==> src/rtl/equiv_stim_sequencer_if.sv <==
// Bus between the equivalence sequencer and its controller/DUT side:
// run control, the shared stimulus vector, both DUT outputs and the
// result/status signals.
interface equiv_stim_sequencer_if #(
  parameter int IN_W  = 33,
  parameter int OUT_W = 91
);
  logic             start;
  logic             abort;
  logic [IN_W-1:0]  stim;
  logic [OUT_W-1:0] y_1;
  logic [OUT_W-1:0] y_2;
  logic             busy;
  logic             done;
  logic             pass;
  logic [15:0]      mismatch_count;
  logic             fail_valid;
  logic [15:0]      fail_idx;
  logic [OUT_W-1:0] fail_y1;
  logic [OUT_W-1:0] fail_y2;

  // Controller / harness side: drives control and DUT outputs, observes results.
  modport master (
    output start, abort, y_1, y_2,
    input  stim, busy, done, pass, mismatch_count,
    input  fail_valid, fail_idx, fail_y1, fail_y2
  );

  // Sequencer side.
  modport slave (
    input  start, abort, y_1, y_2,
    output stim, busy, done, pass, mismatch_count,
    output fail_valid, fail_idx, fail_y1, fail_y2
  );
endinterface

==> src/rtl/equiv_stim_sequencer.sv <==
// Equivalence-harness sequencer: issues NUM_VECTORS LFSR vectors to two DUT
// copies, compares their outputs LAT cycles later, counts mismatches and
// captures the first failing vector index and outputs.
module equiv_stim_sequencer #(
  parameter int              IN_W        = 33,
  parameter int              OUT_W       = 91,
  parameter logic [IN_W-1:0] TAPS        = 33'h1_0008_0000,
  parameter logic [IN_W-1:0] SEED        = 33'h1,
  parameter int              NUM_VECTORS = 1024,
  parameter int              LAT         = 0
) (
  input logic                  clk,
  input logic                  rst_n,
  equiv_stim_sequencer_if.slave bus
);

  typedef enum logic [1:0] {S_IDLE, S_RUN, S_DRAIN, S_DONE} state_t;

  // An all-zero seed would lock the LFSR, so it is replaced by 1.
  localparam logic [IN_W-1:0] SEED_EFF   = (SEED == '0) ? {{(IN_W-1){1'b0}}, 1'b1} : SEED;
  localparam logic [15:0]     LAST_IDX   = 16'(NUM_VECTORS - 1);
  localparam logic [3:0]      LAST_DRAIN = 4'((LAT > 0) ? (LAT - 1) : 0);

  function automatic logic [IN_W-1:0] lfsr_next(input logic [IN_W-1:0] s);
    return {1'b0, s[IN_W-1:1]} ^ (s[0] ? TAPS : {IN_W{1'b0}});
  endfunction

  state_t           r_state, w_state_nxt;
  logic [IN_W-1:0]  r_lfsr;
  logic [15:0]      r_idx;
  logic [3:0]       r_drain;
  logic             r_busy, r_done, r_pass;
  logic [15:0]      r_cnt, w_cnt_nxt;
  logic             r_fail_valid;
  logic [15:0]      r_fail_idx;
  logic [OUT_W-1:0] r_fail_y1, r_fail_y2;
  logic             w_start, w_abort, w_last, w_push_vld;
  logic             w_tag_vld, w_cmp;
  logic [15:0]      w_tag_idx;

  assign w_start    = (r_state == S_IDLE) && bus.start && !bus.abort;
  assign w_abort    = (r_state != S_IDLE) && bus.abort;
  assign w_last     = (r_state == S_RUN) && (r_idx == LAST_IDX);
  assign w_push_vld = (r_state == S_RUN) && !w_abort;

  // Next-state logic; abort wins over every other transition.
  always_comb begin
    w_state_nxt = r_state;
    case (r_state)
      S_IDLE:  if (w_start) w_state_nxt = S_RUN;
               else         w_state_nxt = S_IDLE;
      S_RUN:   if (w_abort)     w_state_nxt = S_IDLE;
               else if (w_last) w_state_nxt = (LAT > 0) ? S_DRAIN : S_DONE;
               else             w_state_nxt = S_RUN;
      S_DRAIN: if (w_abort)                    w_state_nxt = S_IDLE;
               else if (r_drain == LAST_DRAIN) w_state_nxt = S_DONE;
               else                            w_state_nxt = S_DRAIN;
      S_DONE:  w_state_nxt = S_IDLE;
      default: w_state_nxt = S_IDLE;
    endcase
  end

  // State register, LFSR/vector index (held on the last vector so stim keeps it), drain counter.
  always_ff @(posedge clk or negedge rst_n) begin
    if (!rst_n) begin
      r_state <= S_IDLE;
      r_lfsr  <= '0;
      r_idx   <= 16'd0;
      r_drain <= 4'd0;
    end else begin
      r_state <= w_state_nxt;
      if (w_start) begin
        r_lfsr <= SEED_EFF;
        r_idx  <= 16'd0;
      end else if (w_push_vld && !w_last) begin
        r_lfsr <= lfsr_next(r_lfsr);
        r_idx  <= r_idx + 16'd1;
      end else begin
        r_lfsr <= r_lfsr;
        r_idx  <= r_idx;
      end
      if (r_state == S_DRAIN) r_drain <= r_drain + 4'd1;
      else                    r_drain <= 4'd0;
    end
  end

  // Tag delay line aligning each vector index with its DUT output; bypassed when LAT is 0.
  if (LAT == 0) begin : g_bypass
    assign w_tag_vld = w_push_vld;
    assign w_tag_idx = r_idx;
  end else begin : g_dly
    logic        r_dly_vld [LAT];
    logic [15:0] r_dly_idx [LAT];

    // Shift tags one stage per cycle; abort flushes every stage.
    always_ff @(posedge clk or negedge rst_n) begin
      if (!rst_n) begin
        for (int i = 0; i < LAT; i++) begin
          r_dly_vld[i] <= 1'b0;
          r_dly_idx[i] <= 16'd0;
        end
      end else if (w_abort) begin
        for (int i = 0; i < LAT; i++) begin
          r_dly_vld[i] <= 1'b0;
          r_dly_idx[i] <= 16'd0;
        end
      end else begin
        r_dly_vld[0] <= w_push_vld;
        r_dly_idx[0] <= r_idx;
        for (int i = 1; i < LAT; i++) begin
          r_dly_vld[i] <= r_dly_vld[i-1];
          r_dly_idx[i] <= r_dly_idx[i-1];
        end
      end
    end

    assign w_tag_vld = r_dly_vld[LAT-1];
    assign w_tag_idx = r_dly_idx[LAT-1];
  end

  // Compare point and saturating mismatch count.
  always_comb begin
    w_cmp     = w_tag_vld && !w_abort && (bus.y_1 != bus.y_2);
    w_cnt_nxt = r_cnt;
    if (w_cmp && (r_cnt != 16'hFFFF)) w_cnt_nxt = r_cnt + 16'd1;
    else                              w_cnt_nxt = r_cnt;
  end

  // Mismatch count and first-failure capture; cleared only by a new start.
  always_ff @(posedge clk or negedge rst_n) begin
    if (!rst_n) begin
      r_cnt        <= 16'd0;
      r_fail_valid <= 1'b0;
      r_fail_idx   <= 16'd0;
      r_fail_y1    <= '0;
      r_fail_y2    <= '0;
    end else if (w_start) begin
      r_cnt        <= 16'd0;
      r_fail_valid <= 1'b0;
      r_fail_idx   <= 16'd0;
      r_fail_y1    <= '0;
      r_fail_y2    <= '0;
    end else begin
      r_cnt <= w_cnt_nxt;
      if (w_cmp && !r_fail_valid) begin
        r_fail_valid <= 1'b1;
        r_fail_idx   <= w_tag_idx;
        r_fail_y1    <= bus.y_1;
        r_fail_y2    <= bus.y_2;
      end else begin
        r_fail_valid <= r_fail_valid;
      end
    end
  end

  // Registered status: busy/done follow the next state, pass is decided on entry to DONE.
  always_ff @(posedge clk or negedge rst_n) begin
    if (!rst_n) begin
      r_busy <= 1'b0;
      r_done <= 1'b0;
      r_pass <= 1'b0;
    end else begin
      r_busy <= (w_state_nxt == S_RUN) || (w_state_nxt == S_DRAIN);
      r_done <= (w_state_nxt == S_DONE);
      if (w_start || w_abort)         r_pass <= 1'b0;
      else if (w_state_nxt == S_DONE) r_pass <= (w_cnt_nxt == 16'd0);
      else                            r_pass <= r_pass;
    end
  end

  assign bus.stim           = r_lfsr;
  assign bus.busy           = r_busy;
  assign bus.done           = r_done;
  assign bus.pass           = r_pass;
  assign bus.mismatch_count = r_cnt;
  assign bus.fail_valid     = r_fail_valid;
  assign bus.fail_idx       = r_fail_idx;
  assign bus.fail_y1        = r_fail_y1;
  assign bus.fail_y2        = r_fail_y2;

endmodule
==> src/flat_wrapper.sv <==
// flat-port wrapper written by rule: the top's interface ports become plain ports
module equiv_stim_sequencer_flat 
#(
  parameter int              IN_W        = 33,
  parameter int              OUT_W       = 91,
  parameter logic [IN_W-1:0] TAPS        = 33'h1_0008_0000,
  parameter logic [IN_W-1:0] SEED        = 33'h1,
  parameter int              NUM_VECTORS = 1024,
  parameter int              LAT         = 0
)
  (clk, rst_n, bus_start, bus_abort, bus_y_1, bus_y_2, bus_stim, bus_busy, bus_done, bus_pass, bus_mismatch_count, bus_fail_valid, bus_fail_idx, bus_fail_y1, bus_fail_y2);
  equiv_stim_sequencer_if #(.IN_W(IN_W), .OUT_W(OUT_W)) bus_i ();
  input logic clk;
  input logic rst_n;
  input wire logic [$bits(bus_i.start)-1:0] bus_start;
  input wire logic [$bits(bus_i.abort)-1:0] bus_abort;
  input wire logic [$bits(bus_i.y_1)-1:0] bus_y_1;
  input wire logic [$bits(bus_i.y_2)-1:0] bus_y_2;
  output wire logic [$bits(bus_i.stim)-1:0] bus_stim;
  output wire logic [$bits(bus_i.busy)-1:0] bus_busy;
  output wire logic [$bits(bus_i.done)-1:0] bus_done;
  output wire logic [$bits(bus_i.pass)-1:0] bus_pass;
  output wire logic [$bits(bus_i.mismatch_count)-1:0] bus_mismatch_count;
  output wire logic [$bits(bus_i.fail_valid)-1:0] bus_fail_valid;
  output wire logic [$bits(bus_i.fail_idx)-1:0] bus_fail_idx;
  output wire logic [$bits(bus_i.fail_y1)-1:0] bus_fail_y1;
  output wire logic [$bits(bus_i.fail_y2)-1:0] bus_fail_y2;
  assign bus_i.start = bus_start;
  assign bus_i.abort = bus_abort;
  assign bus_i.y_1 = bus_y_1;
  assign bus_i.y_2 = bus_y_2;
  assign bus_stim = bus_i.stim;
  assign bus_busy = bus_i.busy;
  assign bus_done = bus_i.done;
  assign bus_pass = bus_i.pass;
  assign bus_mismatch_count = bus_i.mismatch_count;
  assign bus_fail_valid = bus_i.fail_valid;
  assign bus_fail_idx = bus_i.fail_idx;
  assign bus_fail_y1 = bus_i.fail_y1;
  assign bus_fail_y2 = bus_i.fail_y2;
  equiv_stim_sequencer #(.IN_W(IN_W), .OUT_W(OUT_W), .TAPS(TAPS), .SEED(SEED), .NUM_VECTORS(NUM_VECTORS), .LAT(LAT)) u_core (.clk(clk), .rst_n(rst_n), .bus(bus_i));
endmodule
==> config.mk <==
export PLATFORM = sky130hd
export DESIGN_NAME = equiv_stim_sequencer_flat
export DESIGN_NICKNAME = d
export VERILOG_FILES = /design/src/rtl/equiv_stim_sequencer_if.sv /design/src/rtl/equiv_stim_sequencer.sv /design/src/flat_wrapper.sv
export SDC_FILE = /design/constraint.sdc
export NUM_CORES = 1
export LEC_CHECK = 0
export ABC_AREA = 1
export ABC_CLOCK_PERIOD_IN_PS = 2600
export CELL_PAD_IN_SITES_DETAIL_PLACEMENT = 0
export CELL_PAD_IN_SITES_GLOBAL_PLACEMENT = 1
export CORE_AREA = 2 2 202 204
export DETAILED_ROUTE_END_ITERATION = 8
export DIE_AREA = 0 0 204 206
export PLACE_DENSITY = 0.84
export SLEW_MARGIN = 20
export SYNTH_ARGS = -nofsm -noshare
export SYNTH_HDL_FRONTEND = slang
export SYNTH_SLANG_ARGS = --single-unit
==> constraint.sdc <==
create_clock -name clk -period 2.6 [get_ports clk]
set_input_delay 0.39 -clock clk [delete_from_list [all_inputs] [get_ports clk]]
set_output_delay 0.39 -clock clk [all_outputs]
set_load 0.05 [all_outputs]
==> results of run 1 <==
layout by cell type (no fill, tap or decap), types with 2 or more instances in the layout:
cell	netlist	layout
a211oi_1	4	4
a21oi_1	29	28
a31oi_1	2	2
buf_12	0	18
buf_4	13	110
clkbuf_1	50	3
clkbuf_16	0	34
clkbuf_8	0	12
clkdlybuf4s50_1	0	435
clkinv_1	2	2
clkinv_2	0	5
clkinvlp_4	0	2
dfrtp_1	273	273
ha_1	5	5
inv_1	229	229
inv_2	3	2
inv_6	0	3
nand2_1	357	357
nand3_1	229	229
nand3_4	1	3
nand4_1	24	24
nor2_1	89	86
nor2_2	5	7
nor3_1	7	7
o21ai_0	240	240
o31ai_1	2	2
xnor2_1	9	9
xor2_1	21	21
timing repair:
action,in CTS,in global routing
hold endpoints to repair,40,0
gates resized for setup,0,6
hold buffers,1,0
endpoints found under the setup margin,0,1
cell type report:
type | instances | share of cell area, %
sequential | 273 | 34.2
timing repair buffer | 565 | 27.8
antenna | 1 | 0.0125
multi-input combinational | 1033 | 24.5
clock inverter | 12 | 0.563
clock buffer | 49 | 5.14
tap | 532 | 3.33
inverter | 234 | 4.42
worst register-to-register path: stages, from the launching register on:
cell     delay (ns)
dfrtp_1        0.34
ha_1           0.26
nand3_1        0.16
inv_2          0.09
nand2_1        0.08
nor2_2         0.13
nand4_4        0.27
nand4_1        0.18
nor2_1         0.08
nand4_1        0.12
nand2_1        0.06
nor2_1         0.08
nand2_1        0.05
nor2_1         0.13
nand2_1        0.07
a21oi_1        0.11
through the flow:
| stage | setup WS, ns | setup TNS, ns |
|---|---|---|
| floorplan | 0.234 | 0 |
| global placement | -0.383 | -49.89 |
| detailed placement | -0.429 | -59.21 |
| CTS | 0.105 | 0 |
| global route | 0.0373 | 0 |
| finish | 0.141 | 0 |
logic make-up after synthesis:
| logic type | Yosys count | share of synthesized area (%) |
|---|---|---|
| flip-flops | 273 | 52.7 |
| AO/OA/AOI/OAI | 279 | 10.9 |
| XOR/XNOR | 30 | 2.03 |
| AND/OR/NAND/NOR | 719 | 24.1 |
| adder cells (fa/ha/maj) | 5 | 0.483 |
| buffers and inverters | 316 | 9.78 |
power by group through the flow:
stage | clock, uW | combinational, uW | sequential (uW)
after floorplan | 0 | 832 | 7050
after global placement | 0 | 4770 | 5190
after detailed placement | 0 | 4800 | 5210
after CTS | 4920 | 4810 | 5140
after global routing | 5080 | 5050 | 5210
final | 4790 | 4770 | 5140
cell usage after synthesis:
cell type	instances
nand2_1	357
dfrtp_1	273
o21ai_0	240
inv_1	229
nand3_1	229
nor2_1	89
clkbuf_1	50
a21oi_1	29
nand4_1	24
xor2_1	21
buf_2	14
buf_4	13
xnor2_1	9
nor3_1	7
ha_1	5
nor2_2	5
a211oi_1	4
buf_1	3
inv_2	3
a31oi_1	2
buf_6	2
clkinv_1	2
nand3_2	2
o31ai_1	2
nand2_2	1
nand3_4	1
nand3b_1	1
nand4_4	1
nor3b_1	1
nor4_1	1
o21a_1	1
o21ai_1	1
sequential cells by signal, summed over array words and instances, names as in the netlist:
signal                     cells
u_core.bus.fail_idx           16
u_core.bus.stim               33
u_core.bus.done                1
u_core.bus.fail_y1            91
u_core.bus.mismatch_count     16
u_core.r_state                 2
u_core.bus.fail_valid          1
u_core.bus.busy                1
u_core.r_idx                  16
u_core.bus.fail_y2            91
u_core.r_drain                 4
u_core.bus.pass                1
per-layer routing:
layer	wire, um	up-vias	share of wire [%]	GRT usage (%)
met5	27	-	0.061	0
met1	18100	5882	41	25.2
li1	-	6251	-	-
met2	21000	410	47	34.2
met4	1470	4	3.3	8.07
met3	3750	88	8.5	6.76
final timing paths:
check,startpoint,to,slack [ns],cells past startpoint
hold / removal,rst_n,u_core.r_idx[5]$_DFFE_PN0P_,0.39,2
setup / recovery,bus_y_1[6],u_core.bus.pass$_DFFE_PN0P_,0.14,18
hold reg to reg,u_core.r_drain[0]$_DFF_PN0_,u_core.r_drain[0]$_DFF_PN0_,0.49,1
min in group clk,bus_y_1[27],u_core.bus.fail_y1[27]$_DFFE_PN0P_,0.45,3
setup reg to reg,u_core.bus.mismatch_count[0]$_DFF_PN0_,u_core.bus.pass$_DFFE_PN0P_,0.32,15
max in group asynchronous,rst_n,u_core.bus.fail_y1[73]$_DFFE_PN0P_,1.41,3
==> results.md, run 1 <==
* Outcome: finished, final reports clean
* Antenna Violating Nets Remaining at 0
* Filler instances at 3,842
* Clk_lat worst skew at 0.55 ns
* Initial Utilization at 32.3%
* Critical Path End Type: register
* Internal Power at 9290 uW
* Worst path slowest cell: clkdlybuf4s50_1
* DIE AREA at 42,000 sq um
* Slew HR at 47.1%
* Post-CTS Setup Inserts at 0
* CTS Sinks at 273
* Final Hold Viols at 0
* Min Tclk post-route at 2.46 ns
* Worst path arrival time at 2.91 ns
* Comb pwr share at 32.4%
* Clock network fraction of design power at 32.6%
* DR vias/cell at 4.68
* Setup crit start kind: input port
* # placed instances at 2,636
* Largest net degree at the start of global routing at 145
* Initial antenna violation count at 3
* Per-cell routed wire length at 16.4 um
* GP Congestion at 0.900
* Maximum vdd drop at 0.466 mV
* Nets at 2,332
* Hold WC Path Type: in -> async
* Worst EP required at 3.05 ns
* Vias in the first global route at 12,438
* Chip Height at 206 um
* WL final at 44,400 um
* Layout Cells excl Fill at 2,699
* Most Frequent Cell on Critical Path: nand2_1
* YS warnings at 0
* Crit path max-delay family: simple AND/OR/NAND/NOR gates
* Hpwl dp at 33,200 um
* Area of the multi-input gates at 4900 sq um
* Dpl cell area at 18,800 sq um
* Slew at the pin closest to its max-slew limit at 0.794 ns
* Cell taking the most area after synthesis: dfrtp_1
* Reg power frac at 35.0%
* Cell variety after synth at 32
* Clk slew on worst S/H paths at 0.06 ns
* Core Footprint at 40,200 sq um
* # H-tree levels at 2
* Storage cell area at 6830 sq um
* Max_cap viols at 0
* IO Pins at 437
* Seq/Total Area, Yosys at 52.7%
* Switching Fraction at 36.8%
* Post-layout util at 49.7%
* CTS tree: yes
* CP Class: in -> reg
* Synth top area cells: dfrtp_1, nand2_1, o21ai_0, nand3_1, inv_1
* Mapped Cells at 1,622
* Initial drt markers at 785
* Pins Over Slew Limit at 0
* Post-synthesis net count at 1,813
* Cell leakage power at 0.00962 uW
* #FFs+latches synth at 273
* Num rows at 74
* Crit-path cells: clkdlybuf4s50_1 > inv_1 > nand2_1 > nand2_1 > nor2_1 > nand2_1 > nor2_1 > nand2_1 > nor2_2 > nand3_4 > buf_12 > nand4_1 > nand2_1 > nor2_1 > nand2_1 > nor2_1 > nand2_1 > a21oi_1
* Worst Skew at 0.0253 ns
* PortBufs at 436
* CTS buffer count at 34
* Grt ovf at 0
* Via count at 12,635
* Switching power total at 5410 uW
* Buf+Inv Stages, Crit Path at 3
* Post-layout instance area at 20,000 sq um
* Final setup fails at 0
* Layout cells sized above 1 at 9.42%
* Clk buf depth at 3
* Pwr dens at 735 nW/um^2
* Clock root buffer: clkbuf_16
* RSZ-0062 raised after global routing: no
* Syn-to-layout area delta at 54.2%
* TritonRoute pass-1 iters at 5
* Fmax achieved at 0.407 GHz
* Residual DRC count at 0
* Slowest stage delay, CP at 0.49 ns
* Min Hold Slack at 0.388 ns
* First-pass GRT wire length at 68,000 um
* Die W at 204 um
* Yosys top cell area share at 52.7%
* Post-Syn Area per Cell at 7.99 sq um
* CP max FO at 10
* Cell Area, Synth at 13,000 sq um
* Crit share post-route at 94.6%
* GRT Total Usage at 20.8%
* Total power at 14,700 uW
Power figures use the tool's default switching activity.
==> inputs of run 2 (changes only) <==
- ABC_AREA: 1 -> unset
- ABC_CLOCK_PERIOD_IN_PS: 2600 -> 2100
- CORE_AREA: 2 2 202 204 -> 2 2 208 210
- DIE_AREA: 0 0 204 206 -> 0 0 210 212
- PLACE_DENSITY: 0.84 -> 0.8
- clock period: 2.6 -> 2.1 ns (I/O delays scaled with it)
==> results.md, run 2 <==
* GR Util met1 at 28.2%
* Ys flop type: dfrtp_1
* Layout cells sized above 1 at 39.8%
* Per-cell routed wire length at 22.8 um
* Hpwl dp at 38,400 um
* Maximum vdd drop at 0.604 mV
* Worst setup margin at -0.653 ns
* Grt met2 use at 42.5%
* XOR/XNOR share of the synthesized area at 8.42%
* YS warnings at 0
* Post-synthesis net count at 1,571
* Worst path arrival time at 3.24 ns
* Cell Area, Synth at 12,600 sq um
* Initial Utilization at 29.6%
* Async SR Flop Fraction at 100%
* Switching Fraction at 36.9%
* #FFs+latches synth at 273
* Max_cap viols at 0
* FF-to-FF path depth at 11
* Initial drt markers at 690
* Final setup fails at 184
* Syn-to-layout area delta at 98.3%
* Post-synthesis compound-gate area fraction at 10.5%
* Seq/Total Area, Yosys at 54.3%
* Vias in the first global route at 13,442
* Critical Path End Type: register
* RSZ-0062 raised after global routing: yes
* Comb pwr share at 34.3%
* CP max FO at 2
* Antenna Violating Nets Remaining at 0
* Most frequent cell after synthesis: dfrtp_1
* Worst EP required at 2.59 ns
* Post-Synth Adder-Cell Area at 0.497%
* Clock root buffer: clkbuf_16
* Chip Height at 212 um
* Reg power frac at 33.8%
* Cell leakage power at 0.0147 uW
* Yosys top cell area share at 54.3%
* Cell variety after synth at 46
* Clk_lat worst skew at 0.59 ns
* Post-layout util at 58.7%
* IO Pins at 437
* Worst Hold End: u_core.bus.fail_y1[70]$_DFFE_PN0P_
* Core Footprint at 42,500 sq um
* Synth top area cells: dfrtp_1, nand3_1, o21ai_0, inv_1, xor2_1
* Top cells by count, synth: dfrtp_1, nand3_1, inv_1, o21ai_0, nand2_1
* Worst Skew at 0.0109 ns
* GRT Total Usage at 24.7%
* Via count at 13,133
* Pre-CTS WS at -1.46 ns
* Largest net degree at the start of global routing at 65
* Fmax achieved at 0.363 GHz
* Switching power total at 6830 uW
* Min Tclk post-route at 2.75 ns
* Clock network fraction of design power at 31.8%
* Grt ovf at 0
* Num rows at 76
* Hold depth at 3
* # H-tree levels at 1
* Slew HR at 51.6%
* CTS Sinks at 273
* Pwr dens at 741 nW/um^2
* GP Congestion at 0.899
* Outcome: complete, but fails checks
* Nets at 2,237
* PortBufs at 436
* Die W at 210 um
* R2R Path Start: u_core.r_drain[0]$_DFF_PN0_
* Post-synth EDFFs at 0
* Initial antenna violation count at 16
* CTS tree: yes
* Mapped Cells at 1,380
* Setup crit start kind: register
* Slew at the pin closest to its max-slew limit at 0.726 ns
* CP Class: reg -> reg
* Cell taking the most area after synthesis: dfrtp_1
* Internal Power at 11,700 uW
* Min-delay src: bus_y_1[70]
* WL final at 59,800 um
* Dpl cell area at 19,000 sq um
* Post-layout instance area at 25,000 sq um
* Met3 Usage GRT at 7.46%
* Most frequent cells in the layout: dfrtp_1, dlymetal6s2s_1, inv_1, buf_4, nand3_2
* Most Crowded Layer GR: met2
* TritonRoute pass-1 iters at 5
* DIE AREA at 44,500 sq um
* Post-Syn Area per Cell at 9.12 sq um
* Residual DRC count at 0
* Clk buf depth at 3
* DR vias/cell at 5.00
* First-pass GRT wire length at 82,900 um
* R2r setup slk at -0.65 ns
* Crit share post-route at 131%
* Reg2reg end: u_core.bus.pass$_DFFE_PN0P_
* Failing checks: setup timing
* Post-Synth Simple-Gate Area at 17.0%
* Clk slew on worst S/H paths at 0.07 ns
* Main combinational cell family by area after synthesis: simple AND/OR/NAND/NOR gates
* Final Hold Viols at 0
* Post-synthesis mux area share at 0.278%
* CTS buffer count at 31
* Pins Over Slew Limit at 0
* Min Hold Slack at 0.0110 ns
* Most common cell after layout, fill and taps aside: dfrtp_1
* Hold WC Path Type: in -> reg
==> run 2: cell types whose count changed in the layout (fill, tap and decap cells not counted), sizes merged, moves of 40 or more <==
cell / previous run / this run
buf: 129 / 303
dlygate4sd2: 0 / 71
xor2: 21 / 84
dlymetal6s2s: 0 / 233
o21ai: 241 / 201
clkdlybuf4s15: 0 / 45
clkdlybuf4s50: 435 / 15
nand2: 358 / 85
nor2: 94 / 51
==> run 2: worst max path at each step <==
stage                                      from  cells past startpoint  slack, ns                     endpoint
floorplan           u_core.r_drain[0]$_DFF_PN0_                     11      -0.35  u_core.bus.pass$_DFFE_PN0P_
global placement                    bus_y_2[36]                     12      -1.47  u_core.bus.pass$_DFFE_PN0P_
finish              u_core.r_drain[0]$_DFF_PN0_                     11      -0.65  u_core.bus.pass$_DFFE_PN0P_
detailed placement                  bus_y_2[60]                     12      -1.46  u_core.bus.pass$_DFFE_PN0P_
CTS                 u_core.r_drain[0]$_DFF_PN0_                     11      -0.59  u_core.bus.pass$_DFFE_PN0P_
global route        u_core.r_drain[0]$_DFF_PN0_                     11      -0.78  u_core.bus.pass$_DFFE_PN0P_
==> run 2: logic make-up after synthesis <==
kind of cell,after synthesis
and+or+nand+nor,434
buffers and inverters,290
DFF,273
AOI/OAI and AO/OA,254
xor gates and xnor gates,121
adders and majority gates,5
muxes,3
==> run 2: power groups by stage <==
stage / combinational [uW] / sequential, uW / clock, uW
6_report: 6350 / 6260 / 5890
5_1_grt: 6630 / 6320 / 6180
4_1_cts: 5980 / 6180 / 5960
3_5_place_dp: 5300 / 6260 / 0
3_3_place_gp: 5250 / 6240 / 0
2_1_floorplan: 863 / 8150 / 0
==> run 2: layout make-up <==
class	instances	area, sq um
fill	3323	17500
timing repair buffer	717	8270
sequential	273	6840
antenna	10	25.0
multi-input combinational	817	7280
clock buffer	42	897
clock inverter	15	191
tap	546	683
inverter	206	773
==> run 2: metrics by stage <==
step / power, uW / instances / setup TNS (ns)
CTS: 18100 / 2609 / -35.51
global placement: 11500 / 2471 / -278.02
global route: 19100 / 2625 / -49.35
detailed placement: 11600 / 2471 / -287.51
floorplan: 9020 / 1380 / -0.351
finish: 18500 / 2626 / -21.45
==> run 2: layer usage <==
metal	up-vias	routed length (um)	part of all wire [%]
met1	6524	22000	37
met3	167	4670	7.8
met2	567	29700	50
met4	8	3450	5.8
li1	5867	-	-
met5	-	64	0.11
==> run 2: what timing repair did <==
| action | in CTS | in global routing |
|---|---|---|
| buffers inserted | 52 | 19 |
| gates cloned | 36 | 6 |
| pin swaps | 87 | 113 |
| hold buffers | 20 | 7 |
| endpoints found under the setup margin | 373 | 484 |
| endpoints found under the hold margin | 64 | 7 |
| gates resized for setup | 770 | 675 |
==> run 2: worst max-delay path, stage by stage (launching register included) <==
cell      delay [ns]
dfrtp_1         0.38
inv_1           0.06
ha_1            0.13
or4b_4          0.48
a211oi_4        0.29
ha_4            0.23
nand3_4         0.09
or3_1           0.31
a31oi_1         0.16
o22a_1          0.16
nand4_1         0.12
o31ai_1         0.24
